[config.mk]
export PLATFORM = sky130hd
export DESIGN_NAME = div_arbiter
export DESIGN_NICKNAME = d
export VERILOG_FILES = /design/src/rtl/div_arb_pkg.sv /design/src/rtl/div_arbiter_rr_arbiter.sv /design/src/rtl/div_arbiter.sv
export SDC_FILE = /design/constraint.sdc
export NUM_CORES = 1
export LEC_CHECK = 0
export BUFFER_PORTS_ARGS = -buffer_cell sky130_fd_sc_hd__buf_2
export CAP_MARGIN = 0
export CORE_AREA = 2 2 170 172
export CTS_CLUSTER_DIAMETER = 80
export DETAILED_ROUTE_END_ITERATION = 10
export DIE_AREA = 0 0 172 174
export GPL_ROUTABILITY_DRIVEN = 0
export HOLD_SLACK_MARGIN = 0.03
export PLACE_DENSITY = 0.78
export SLEW_MARGIN = 0
export SYNTH_ARGS = -nofsm -noshare
export SYNTH_HDL_FRONTEND = slang
export SYNTH_SLANG_ARGS = --single-unit
export TNS_END_PERCENT = 10
[constraint.sdc]
create_clock -name clk -period 4 [get_ports clk]
set_input_delay 0.2 -clock clk [delete_from_list [all_inputs] [get_ports clk]]
set_output_delay 0.2 -clock clk [all_outputs]
set_load 0.01 [all_outputs]
[src/rtl/div_arb_pkg.sv]
// Shared types for the divider arbiter: op codes, FSM states,
// divide-by-zero quotient and small op-decode helpers.
package div_arb_pkg;

    typedef enum logic [1:0] {
        OP_DIV  = 2'b00,
        OP_DIVU = 2'b01,
        OP_REM  = 2'b10,
        OP_REMU = 2'b11
    } op_e;

    typedef logic [1:0] state_t;

    localparam state_t ST_IDLE   = 2'd0;
    localparam state_t ST_LAUNCH = 2'd1;
    localparam state_t ST_WAIT   = 2'd2;
    localparam state_t ST_RESP   = 2'd3;

    // Wide enough for any supported DATA_WIDTH; sliced by the user.
    localparam logic [63:0] DIV_BY_ZERO_Q = '1;

    function automatic logic op_signed(op_e op);
        return (op == OP_DIV) || (op == OP_REM);
    endfunction

    function automatic logic op_rem(op_e op);
        return (op == OP_REM) || (op == OP_REMU);
    endfunction

endpackage

[src/rtl/div_arbiter_rr_arbiter.sv]
// Combinational round-robin pick: first set request at or after
// the pointer, wrapping to the lowest set request below it.
module rr_arbiter #(
    parameter int N  = 4,
    parameter int IW = (N > 1) ? $clog2(N) : 1
) (
    input  logic [N-1:0]  req,
    input  logic [IW-1:0] ptr,
    output logic [N-1:0]  grant,
    output logic [IW-1:0] idx,
    output logic          found
);

    logic          hi_hit;
    logic [IW-1:0] hi_idx;
    logic [IW-1:0] lo_idx;

    // Descending scan leaves the lowest qualifying index in each slot.
    always_comb begin
        hi_hit = 1'b0;
        hi_idx = '0;
        lo_idx = '0;
        for (int j = N - 1; j >= 0; j--) begin
            if (req[j]) begin
                lo_idx = IW'(j);
                if (IW'(j) >= ptr) begin
                    hi_hit = 1'b1;
                    hi_idx = IW'(j);
                end
            end
        end
    end

    assign found = |req;
    assign idx   = hi_hit ? hi_idx : lo_idx;

    always_comb begin
        grant = '0;
        for (int j = 0; j < N; j++) begin
            grant[j] = found && (idx == IW'(j));
        end
    end

endmodule

[src/rtl/div_arbiter.sv]
// Shares one unsigned iterative divider between N_REQ requesters and
// layers RISC-V DIV/DIVU/REM/REMU sign and divide-by-zero rules on top.
module div_arbiter
    import div_arb_pkg::*;
#(
    parameter int N_REQ      = 4,
    parameter int DATA_WIDTH = 32
) (
    input  logic                                clk,
    input  logic                                reset,
    input  logic [N_REQ-1:0]                    req_valid_i,
    input  logic [N_REQ-1:0][1:0]               req_op_i,
    input  logic [N_REQ-1:0][DATA_WIDTH-1:0]    req_dividend_i,
    input  logic [N_REQ-1:0][DATA_WIDTH-1:0]    req_divisor_i,
    output logic [N_REQ-1:0]                    req_ready_o,
    output logic [N_REQ-1:0]                    rsp_valid_o,
    output logic [DATA_WIDTH-1:0]               rsp_data_o,
    output logic                                busy_o,
    output logic                                div_enable_o,
    output logic [DATA_WIDTH-1:0]               div_dividend_o,
    output logic [DATA_WIDTH-1:0]               div_divisor_o,
    input  logic                                div_finished_i,
    input  logic [DATA_WIDTH-1:0]               div_quotient_i,
    input  logic [DATA_WIDTH-1:0]               div_remainder_i
);

    localparam int IW  = (N_REQ > 1) ? $clog2(N_REQ) : 1;
    localparam int MSB = DATA_WIDTH - 1;

    state_t                state;
    logic [IW-1:0]         ptr;
    logic [IW-1:0]         gid;
    op_e                   op_q;
    logic                  neg_a;
    logic                  neg_b;
    logic [DATA_WIDTH-1:0] result;

    logic [N_REQ-1:0]      grant;
    logic [IW-1:0]         gidx;
    logic                  any_req;
    logic [IW-1:0]         ptr_next;

    op_e                   op_sel;
    logic [DATA_WIDTH-1:0] a_sel;
    logic [DATA_WIDTH-1:0] b_sel;
    logic                  a_neg;
    logic                  b_neg;
    logic [DATA_WIDTH-1:0] q_fix;
    logic [DATA_WIDTH-1:0] r_fix;

    rr_arbiter #(
        .N  (N_REQ),
        .IW (IW)
    ) u_rr (
        .req   (req_valid_i),
        .ptr   (ptr),
        .grant (grant),
        .idx   (gidx),
        .found (any_req)
    );

    assign op_sel = op_e'(req_op_i[gidx]);
    assign a_sel  = req_dividend_i[gidx];
    assign b_sel  = req_divisor_i[gidx];
    assign a_neg  = op_signed(op_sel) & a_sel[MSB];
    assign b_neg  = op_signed(op_sel) & b_sel[MSB];

    assign ptr_next = (gidx == IW'(N_REQ - 1)) ? '0 : gidx + IW'(1);

    // MIN / -1 needs no special case: |MIN| wraps back to MIN.
    assign q_fix = (neg_a ^ neg_b) ? -div_quotient_i : div_quotient_i;
    assign r_fix = neg_a ? -div_remainder_i : div_remainder_i;

    assign req_ready_o  = (state == ST_IDLE && !reset) ? grant : '0;
    assign busy_o       = (state != ST_IDLE);
    assign div_enable_o = (state == ST_LAUNCH);
    assign rsp_data_o   = (state == ST_RESP) ? result : '0;

    always_comb begin
        rsp_valid_o = '0;
        for (int i = 0; i < N_REQ; i++) begin
            rsp_valid_o[i] = (state == ST_RESP) && (gid == IW'(i));
        end
    end

    always_ff @(posedge clk) begin
        if (reset) begin
            state          <= ST_IDLE;
            ptr            <= '0;
            gid            <= '0;
            op_q           <= OP_DIV;
            neg_a          <= 1'b0;
            neg_b          <= 1'b0;
            result         <= '0;
            div_dividend_o <= '0;
            div_divisor_o  <= '0;
        end else begin
            unique case (state)
                ST_IDLE: begin
                    if (any_req) begin
                        gid            <= gidx;
                        op_q           <= op_sel;
                        ptr            <= ptr_next;
                        neg_a          <= a_neg;
                        neg_b          <= b_neg;
                        div_dividend_o <= a_neg ? -a_sel : a_sel;
                        div_divisor_o  <= b_neg ? -b_sel : b_sel;
                        if (b_sel == '0) begin
                            result <= op_rem(op_sel) ? a_sel
                                    : DIV_BY_ZERO_Q[DATA_WIDTH-1:0];
                            state  <= ST_RESP;
                        end else begin
                            state  <= ST_LAUNCH;
                        end
                    end
                end
                ST_LAUNCH: begin
                    state <= ST_WAIT;
                end
                ST_WAIT: begin
                    if (div_finished_i) begin
                        result <= op_rem(op_q) ? r_fix : q_fix;
                        state  <= ST_RESP;
                    end
                end
                ST_RESP: begin
                    state <= ST_IDLE;
                end
                default: begin
                    state <= ST_IDLE;
                end
            endcase
        end
    end

endmodule

Yosys cells after proc, flatten, opt, wreduce, memory -nomap -nowiden --
Index checks and enable logic that the tools add are counted.
Operators by class: $add $sub $neg 5, muxes and demuxes 44, magnitude comparators 5, bitwise gates (word level) 3, equal/unequal tests 16, reductions and logical operators 24
Operators with widths (number):
- 32-bit two-way mux | 12
- 32-bit binary-select mux with 2-bit select | 2
- 32-bit negation | 4
- 32-bit one-hot mux with 2 select lines | 1
- 2-bit two-way mux | 18
- 32-bit logical NOT | 1
- 2-bit equality test, second input constant | 10
- 1-bit logical AND | 9
- 2-bit logical NOT | 4
- 1-bit two-way mux | 8
- 2-bit one-hot mux with 4 select lines | 1
- 2-bit by 1-bit equality test with 1-bit output, second input constant | 3
- 2-bit binary-select mux with 2-bit select | 1
- 1-bit by 2-bit >= comparator with 1-bit output, first input constant | 2
- 2-bit >= comparator, first input constant | 2
- 4-bit two-way mux | 1
- 2-bit by 1-bit != test with 1-bit output, second input constant | 2
- 2-bit AND reduction | 2
- 4-bit AND reduction | 1
- 2-bit nonzero test | 2
- 4-bit OR reduction | 1
- 1-bit logical OR | 3
- 2-bit by 3-bit less-than comparator with 1-bit output, second input constant | 1
- 2-bit by 1-bit adder with 2-bit output, second input constant | 1
- other kinds (4) | 5
Storage, ports and cells: register bits 106, bits of input ports 335

Longest topological paths before layout --
Gate-level depths: netlist of the first run.
depth after elaboration 18, depth in mapped cells 19, mapped depth without buffers 13

Hierarchy --
Synthesis of the first run repeated with hierarchy kept, for this count alone.
Unflattened totals: cell total of the unflattened synthesis 1107, area total of the unflattened synthesis 9504.1 um2
By module, submodules not included:
- div_arbiter | cells an instance 1070, area an instance 9273.9 um2, times used 1
- rr_arbiter | cells an instance 37, area an instance 230.2 um2, times used 1

Least setup slack after synthesis of the first run --
No wires, ideal clock.
path kind reg2reg, start register ptr[0], end register result[21], arrival 3.689 ns, data required time 3.862 ns, setup time 0.138 ns, setup slack 0.173 ns, stages on the path, launching flop included 20, path through dfxtp_1 > nor2b_1 > buf_6 > or4b_4 > buf_6 > buf_6 > buf_6 > buf_6 > buf_2 > nand3_1 > a32oi_1 > inv_1 > ha_1 > a21boi_1 > nand4_2 > or4_1 > clkbuf_1 > buf_2 > nand4_1 > o41ai_2
On the way: longest elaborated chain between the ends 18, elaborated cells between the ends (all ways) 37
Ends and longest elaborated chain:
- from (decl) | RTL line div_arbiter.sv:31 | logic [IW-1:0] ptr;
- from (signal assigned) | RTL line div_arbiter.sv:103 | ptr <= ptr_next;
- 2-bit >= comparator | RTL line div_arbiter_rr_arbiter.sv:26 | if (IW'(j) >= ptr) begin
- 2-bit two-way mux or 1-bit two-way mux (tied branches) | RTL line div_arbiter_rr_arbiter.sv:26
- 2-bit two-way mux or 1-bit two-way mux (tied branches) | RTL line div_arbiter_rr_arbiter.sv:24 | if (req[j]) begin
- 2-bit two-way mux or 1-bit two-way mux (tied branches) | RTL line div_arbiter_rr_arbiter.sv:26
- 2-bit two-way mux or 1-bit two-way mux (tied branches) | RTL line div_arbiter_rr_arbiter.sv:24
- 2-bit two-way mux or 1-bit two-way mux (tied branches) | RTL line div_arbiter_rr_arbiter.sv:26
- 2-bit two-way mux or 1-bit two-way mux (tied branches) | RTL line div_arbiter_rr_arbiter.sv:24
- 2-bit two-way mux or 1-bit two-way mux (tied branches) | RTL line div_arbiter_rr_arbiter.sv:26
- [2 not listed]
- 2-bit binary-select mux with 2-bit select | RTL line div_arbiter.sv:62 | assign op_sel = op_e'(req_op_i[gidx]);
- 2-bit two-way mux (implied by the code) | RTL line div_arbiter.sv:62
- 2-bit equality test | RTL line div_arb_pkg.sv:27 | return (op == OP_REM) || (op == OP_REMU);
- 1-bit logical OR | RTL line div_arb_pkg.sv:27
- 32-bit two-way mux | RTL line div_arbiter.sv:109 | result <= op_rem(op_sel) ? a_sel
- 32-bit two-way mux | RTL line div_arbiter.sv:108 | if (b_sel == '0) begin
- 32-bit two-way mux | RTL line div_arbiter.sv:100 | if (any_req) begin
- 32-bit one-hot mux with 2 select lines | RTL line div_arbiter.sv:98 | unique case (state)
- to (signal assigned) | RTL line div_arbiter.sv:109
- to (signal assigned) | RTL line div_arbiter.sv:122 | result <= op_rem(op_q) ? r_fix : q_fix;
- to (decl) | RTL line div_arbiter.sv:36 | logic [DATA_WIDTH-1:0] result;
Mark *: on every way between the ends. The rest lies on a longest branch, timed or not. The select of a mux whose other input is x is not followed. A chain may end at the register's enable or synchronous reset.

Worst setup path in the final report of the first run --
start register ptr[0], end register div_dividend_o[22]
On the way: longest elaborated chain between the ends 16, elaborated cells between the ends (all ways) 31
Ends and longest elaborated chain:
- 2-bit >= comparator | RTL line div_arbiter_rr_arbiter.sv:26
- 2-bit two-way mux or 1-bit two-way mux (tied branches) | RTL line div_arbiter_rr_arbiter.sv:26
- 2-bit two-way mux or 1-bit two-way mux (tied branches) | RTL line div_arbiter_rr_arbiter.sv:24
- 2-bit two-way mux or 1-bit two-way mux (tied branches) | RTL line div_arbiter_rr_arbiter.sv:26
- 2-bit two-way mux or 1-bit two-way mux (tied branches) | RTL line div_arbiter_rr_arbiter.sv:24
- 2-bit two-way mux or 1-bit two-way mux (tied branches) | RTL line div_arbiter_rr_arbiter.sv:26
- 2-bit two-way mux or 1-bit two-way mux (tied branches) | RTL line div_arbiter_rr_arbiter.sv:24
- 2-bit two-way mux or 1-bit two-way mux (tied branches) | RTL line div_arbiter_rr_arbiter.sv:26
- 2-bit two-way mux or 1-bit two-way mux (tied branches) | RTL line div_arbiter_rr_arbiter.sv:24
- 2-bit two-way mux * | RTL line div_arbiter_rr_arbiter.sv:35 | assign idx = hi_hit ? hi_idx : lo_idx;
- branches (longest 5 deep; another with 32-bit negation)
- 32-bit two-way mux * | RTL line div_arbiter.sv:106 | div_dividend_o <= a_neg ? -a_sel : a_sel;
- to (signal assigned) | RTL line div_arbiter.sv:106
- to (decl) | RTL line div_arbiter.sv:20 | output logic [DATA_WIDTH-1:0] div_dividend_o,
Every way passes the cells marked *. The select of a mux whose other input is x is not followed.

==> metrics.txt, run 1 <==
number of global-route vias before repair 13406; fmax 0.267 GHz; drt wl/cell 22.2 um; IO Count 441; first-pass GRT wire length 78000 um; Starting Density 0.400; Cell Pwr Density 568 nW/um2; Layout area overhead 28.0%; worst min-delay path class input pin to flip-flop; GRT Total Usage 0.337; clk_skew 0.0117 ns; post-CTS setup repair buffer count 0; Layout Utilization 0.512; Synth area leader dfxtp_1; worst r2r path cells 13; Fillers 2793; die area 29900 um2; Bufs on Longest Clock Path 2; Synth Cell Area 11300 um2; HP Start div_quotient_i[21]; Die Span Y 174 um; Primary FF master, synth dfxtp_1; cell row count 62; Yosys cell types 90; Slew headroom 0.140; R2R Setup Slk 0.25 ns; CP Capture Type flip-flop; hold depth 4; Worst-path clk slew 0.08 ns; Worst Tran Pin Value 1.29 ns; most frequent cells in the layout buf_2 (440), nand2_1 (161), o21ai_0 (114); setup tns final 0 ns; CP Data Arrival Time 3.95 ns; largest net degree at the start of global routing 95; CTS tree done; worst r2r dst div_dividend_o[22]; reg-to-reg critical path startpoint ptr[0]; Synth Register Bits 105; Syn Nets 1940; post-route ant nets 0; Tcrit/Tclk final 0.938; startpoint types flip-flop; Hold Path Sink result[21]; GR Overflow Total 0; clock root cell clkbuf_16; commonest non-fill, non-tap cell in the layout buf_2; RSZ-0062 raised after global routing no; endpoints failing setup 0; worst slack, placed 0.324 ns; post-synthesis instance total 1593; share of layout cells above drive strength 1 0.314; CTS buffer count 9; Sequential Power Share 0.193; Setup CP Type flip-flop to flip-flop; IR Drop Worst-Case VDD 304 uV; main area contributors after synthesis dfxtp_1 (19%), nor4_1 (5.4%), nand2_1 (5.4%), a211oi_1 (5.1%), o21ai_0 (5.1%); Clock Power Share 0.108; leak pwr 6.16 nW; status finished clean; Synth Area per Inst 7.09 um2; final hold vios 0; CTS Hold Bufs 0; PortBufs 440; Die Span X 172 um; initial antenna violation count 10; Max Cap Viol 0; async set-reset flop share out of synthesis 0; Overall Power 0.00821 W; Via Count 15006; Combinational Power Share 0.699; WP data required 4.20 ns; core area 28200 um2; post-DR vias/cell 6.31; DP Wirelength 41900 um; crit path max fanout 51; post_cts resized 0; Nets 2328; DRC 0; post-synthesis sequential area ratio 0.186; cell-internal power 0.00394 W; Tmin final 3.75 ns; Net Sw Power 0.00427 W; drt total wl 52900 um; Clock Latency Late Sink 0.36 ns; EDFF count, synth 0; Slew Viols, Final 0; Synth top area share 0.186; initial drt markers 2423; drt pass-1 iters 8; warnings from Yosys 0; H-tree Lvls 3; switching fraction of total power 0.520; setup ws final 0.248 ns; clk sinks 105
-- worst max-delay path by stage --
stage / slack (ns) / startpoint / end
5_1_grt: 0.0005 / ptr[0] / div_dividend_o[22]
4_1_cts: 0.32 / ptr[0] / div_dividend_o[22]
3_3_place_gp: 0.43 / req_valid_i[3] / result[15]
3_5_place_dp: 0.32 / req_valid_i[3] / result[15]
6_report: 0.25 / ptr[0] / div_dividend_o[22]
2_1_floorplan: 0.17 / ptr[0] / result[21]
-- power by group through the flow --
stage                     registers (W)  clock network (W)  logic, W
after floorplan                 0.00166                  0   0.00333
after global placement          0.00158                  0   0.00546
after detailed placement        0.00160                  0   0.00555
after CTS                       0.00158           0.000887   0.00558
after global routing            0.00162           0.000933   0.00609
final                           0.00158           0.000885   0.00574
-- routing by layer --
metal  vias up  share of wire  GRT usage
li1       6831              -          -
met1      6911           0.39      0.447
met3       191           0.12     0.0915
met4         4          0.050      0.156
met2      1069           0.43      0.506
met5         -        0.00044          0
-- through the flow --
step | instances | hold slack, ns | area (um2)
2_1_floorplan | 1593 | 0.386 | 11300
4_1_cts | 2370 | 0.256 | 14400
5_1_grt | 2378 | 0.285 | 14500
6_report | 2378 | 0.277 | 14500
3_5_place_dp | 2354 | 0.437 | 14100
3_3_place_gp | 2354 | 0.431 | 14100
-- area by class of cell --
| type | count | area, um2 | area share |
|---|---|---|---|
| tap | 384 | 480 | 0.0332 |
| multi-input combinational | 1304 | 8440 | 0.584 |
| clock inverter | 6 | 56.3 | 0.00390 |
| inverter | 20 | 75.1 | 0.00520 |
| antenna | 8 | 20.0 | 0.00139 |
| sequential | 105 | 2100 | 0.146 |
| timing repair buffer | 541 | 3050 | 0.211 |
| clock buffer | 10 | 229 | 0.0158 |
-- cell families (layout without fill, tap and decap cells) --
logic type	Yosys count	count (layout)	share of synthesized area
xor+xnor	102	102	0.0791
compound gates	488	488	0.310
other cells	0	8	0
buf+inv	184	577	0.0729
fa+ha+maj	12	12	0.0133
simple gates	694	694	0.331
mux	8	8	0.00754
flops	105	105	0.186
-- Yosys cell counts (5+ instances only) --
library cell  instances
o22ai_1               7
and2_1               33
or4_1                 8
buf_1                10
a211oi_1             77
or3_1                 6
a21boi_0              6
inv_1                18
buf_6                11
nand3_1             108
ha_1                 12
nor2_1               83
nor3_1               24
a32oi_1              35
o21ai_0             114
o41ai_1              13
nor2b_1               8
o211ai_1              9
a211o_1              15
o21ai_1              22
xnor2_1              51
nand4_1              39
and3_1               41
nor4_1               98
a21oi_1              63
buf_2                37
clkbuf_1            105
a31oi_1              11
nand2_1             161
a32o_1                7
xor2_1               51
or2_2                 9
a221oi_1              5
a221o_1               8
o41ai_2              12
o31ai_1              26
dfxtp_1             105
nand2b_1             47
-- state kept, by name (all words and copies together) (netlist names) --
| signal | cells |
|---|---|
| result | 32 |
| op_q | 1 |
| neg_b | 1 |
| neg_a | 1 |
| div_divisor_o | 32 |
| gid | 2 |
| ptr | 2 |
| state | 2 |
| div_dividend_o | 32 |
-- worst max-delay path, stage by stage, from the launching register on --
cell and delay [ns]:
dfxtp_1 0.47, nor2b_4 0.10, or4b_4 0.70, buf_12 0.24, and3_1 0.21, a211oi_1 0.23
a31o_2 0.16, ha_1 0.18, inv_1 0.06, a211oi_2 0.29, nand2_2 0.23, nor4_1 0.46
or3_1 0.17, a31oi_1 0.07
Power figures use the tool's default switching activity.
==> run 2, diff against run 1 <==
--- a/config.mk
+++ b/config.mk
@@ -7,13 +7,15 @@
 export LEC_CHECK = 0
 export BUFFER_PORTS_ARGS = -buffer_cell sky130_fd_sc_hd__buf_2
 export CAP_MARGIN = 0
-export CORE_AREA = 2 2 170 172
+export CELL_PAD_IN_SITES_DETAIL_PLACEMENT = 1
+export CELL_PAD_IN_SITES_GLOBAL_PLACEMENT = 1
+export CORE_MARGIN = 1.5
+export CORE_UTILIZATION = 32
 export CTS_CLUSTER_DIAMETER = 80
 export DETAILED_ROUTE_END_ITERATION = 10
-export DIE_AREA = 0 0 172 174
 export GPL_ROUTABILITY_DRIVEN = 0
 export HOLD_SLACK_MARGIN = 0.03
-export PLACE_DENSITY = 0.78
+export PLACE_DENSITY = 0.87
 export SLEW_MARGIN = 0
 export SYNTH_ARGS = -nofsm -noshare
 export SYNTH_HDL_FRONTEND = slang
==> run 2 against run 1 <==
Compared with the run above: worst setup slack got worse by 0.12 ns; via count rose by 0.69%; critical endpoint is now result[30]; largest power group unchanged; clock power barely moved; cell area rose by 0.31%; total power rose by 2.6%; sequential power barely moved; critical path type unchanged; sequential share of layout area barely moved; worst hold slack improved by 0.0082 ns; non-clock buffer count fell by 3; first-iteration DRC count fell by 46%; fmax fell by 3.2%; combinational power rose by 3.7%.
==> metrics.txt, run 2 (synthesis results as in run 1) <==
WP data required 4.22 ns; Slew headroom 0.272; max incr delay on CP 0.52 ns; cell-internal power 0.00392 W; final hold vios 0; leading registers by flop count div_dividend_o x32, div_divisor_o x32, result x32; Setup CP Type flip-flop to flip-flop; IR Drop Worst-Case VDD 270 uV; WL met2 26900 um; Tcrit/Tclk final 0.969; Worst path most repeated cell buf_4; CTS Hold Bufs 0; PortBufs 440; Layout Utilization 0.419; CTS tree done; final instance area 14500 um2; post-CTS setup repair buffer count 0; H-tree Lvls 3; Max Cap Viol 0; initial drt markers 1318; Worst Tran Pin Value 1.09 ns; crit path max fanout 48; clock root cell clkbuf_16; Die Span X 191 um; met3 routed WL 5340 um; switching fraction of total power 0.535; drt wl/cell 24.4 um; most frequent cells in the layout buf_2 (440), nand2_1 (161), o21ai_0 (114); Die Span Y 191 um; Worst path slowest cell or4_1; largest net degree at the start of global routing 74; Layout area overhead 28.4%; cell-by-cell listing of the critical path buf_4 -> nor4_4 -> buf_4 -> o21ai_0 -> a32oi_1 -> nor4_2 -> nand2_1 -> buf_4 -> or4_1 -> buf_4 -> nand4_1 -> o41ai_2; Reg area 2100 um2; CP Capture Type flip-flop; Cell Area, Placed 14200 um2; DRC 0; core area 34600 um2; Combinational Power Share 0.707; Nets 2325; clk_skew 0.00838 ns; Fin Hold WS 0.285 ns; Fillers 4434; startpoint types flip-flop; Bufs on Longest Clock Path 2; Clock Power Share 0.105; number of global-route vias before repair 14973; GRT Total Usage 0.318; RSZ-0062 raised after global routing no; Sequential Power Share 0.188; Net Sw Power 0.00451 W; Clock Latency Late Sink 0.36 ns; post-DR vias/cell 6.19; worst min-delay path class input pin to flip-flop; cell row count 68; post-route ant nets 0; IO Count 441; drt pass-1 iters 5; fmax 0.258 GHz; setup tns final 0 ns; leak pwr 6.13 nW; GR Overflow Total 0; CTS buffer count 9; initial antenna violation count 2; Multi-input gate area 8470 um2; first-pass GRT wire length 89600 um; share of layout cells above drive strength 1 0.315; commonest non-fill, non-tap cell in the layout buf_2; Slew Viols, Final 0; Cell Pwr Density 581 nW/um2; die area 36400 um2; Via Count 15110; DP Cell Count 2422; status finished clean; DP Wirelength 48000 um; endpoints failing setup 0; Starting Density 0.326; CP Data Arrival Time 4.10 ns; Finished Layout Cells 2441; drt total wl 59600 um; Max Used Layer met4; Worst-path clk slew 0.08 ns; Tmin final 3.88 ns; clk sinks 105; Met1 Wirelength 24400 um
run 2: area by class of cell:
class                   instances  share of cell area
diodes                          3            0.000518
flip-flops and latches        105               0.145
well taps                     455              0.0393
repair buffers                538               0.205
clock inverters                 7             0.00440
clock buffers                   9              0.0155
inverters                      20             0.00518
multi-input cells            1304               0.585
run 2: path summary, 6_finish.rpt:
check	start	endpoint	slack [ns]	cells after the start
hold / removal	div_quotient_i[25]	result[25]	0.28	3
hold reg to reg	div_divisor_o[31]	div_divisor_o[31]	0.45	2
setup reg to reg	ptr[1]	result[30]	0.12	12
setup / recovery	ptr[1]	result[30]	0.12	12
run 2: what timing repair did:
item / CTS / global route
endpoints found under the setup margin: 11 / 46
resized for setup: 1 / 5
gates cloned: 0 / 0
pin swaps: 0 / 2
run 2: layer usage:
metal	up-vias	global-route usage
li1	6816	-
met2	855	0.511
met3	189	0.0618
met4	0	0.154
met5	-	0
met1	7250	0.406
run 2: critical path, delay by kind of cell (launching register included):
| family | cells | cell delay (ns) |
|---|---|---|
| and+or+nand+nor | 5 | 1.38 |
| DFF | 1 | 0.39 |
| AOI/OAI and AO/OA | 3 | 0.85 |
| buffers and inverters | 4 | 1.09 |
run 2: power by group through the flow:
| stage | Combinational, W | Sequential [W] | Clock, W |
|---|---|---|---|
| after floorplan | 0.00333 | 0.00166 | 0 |
| after global routing | 0.00631 | 0.00162 | 0.000932 |
| after detailed placement | 0.00574 | 0.00160 | 0 |
| after CTS | 0.00577 | 0.00158 | 0.000895 |
| final | 0.00595 | 0.00158 | 0.000887 |
| after global placement | 0.00557 | 0.00158 | 0 |
run 2: stage by stage:
step / power (W) / setup slack, ns
after detailed placement: 0.00735 / -0.130
after global placement: 0.00715 / 0.0665
after floorplan: 0.00499 / 0.173
final: 0.00842 / 0.123
after global routing: 0.00886 / 0.00166
after CTS: 0.00825 / 0.00749
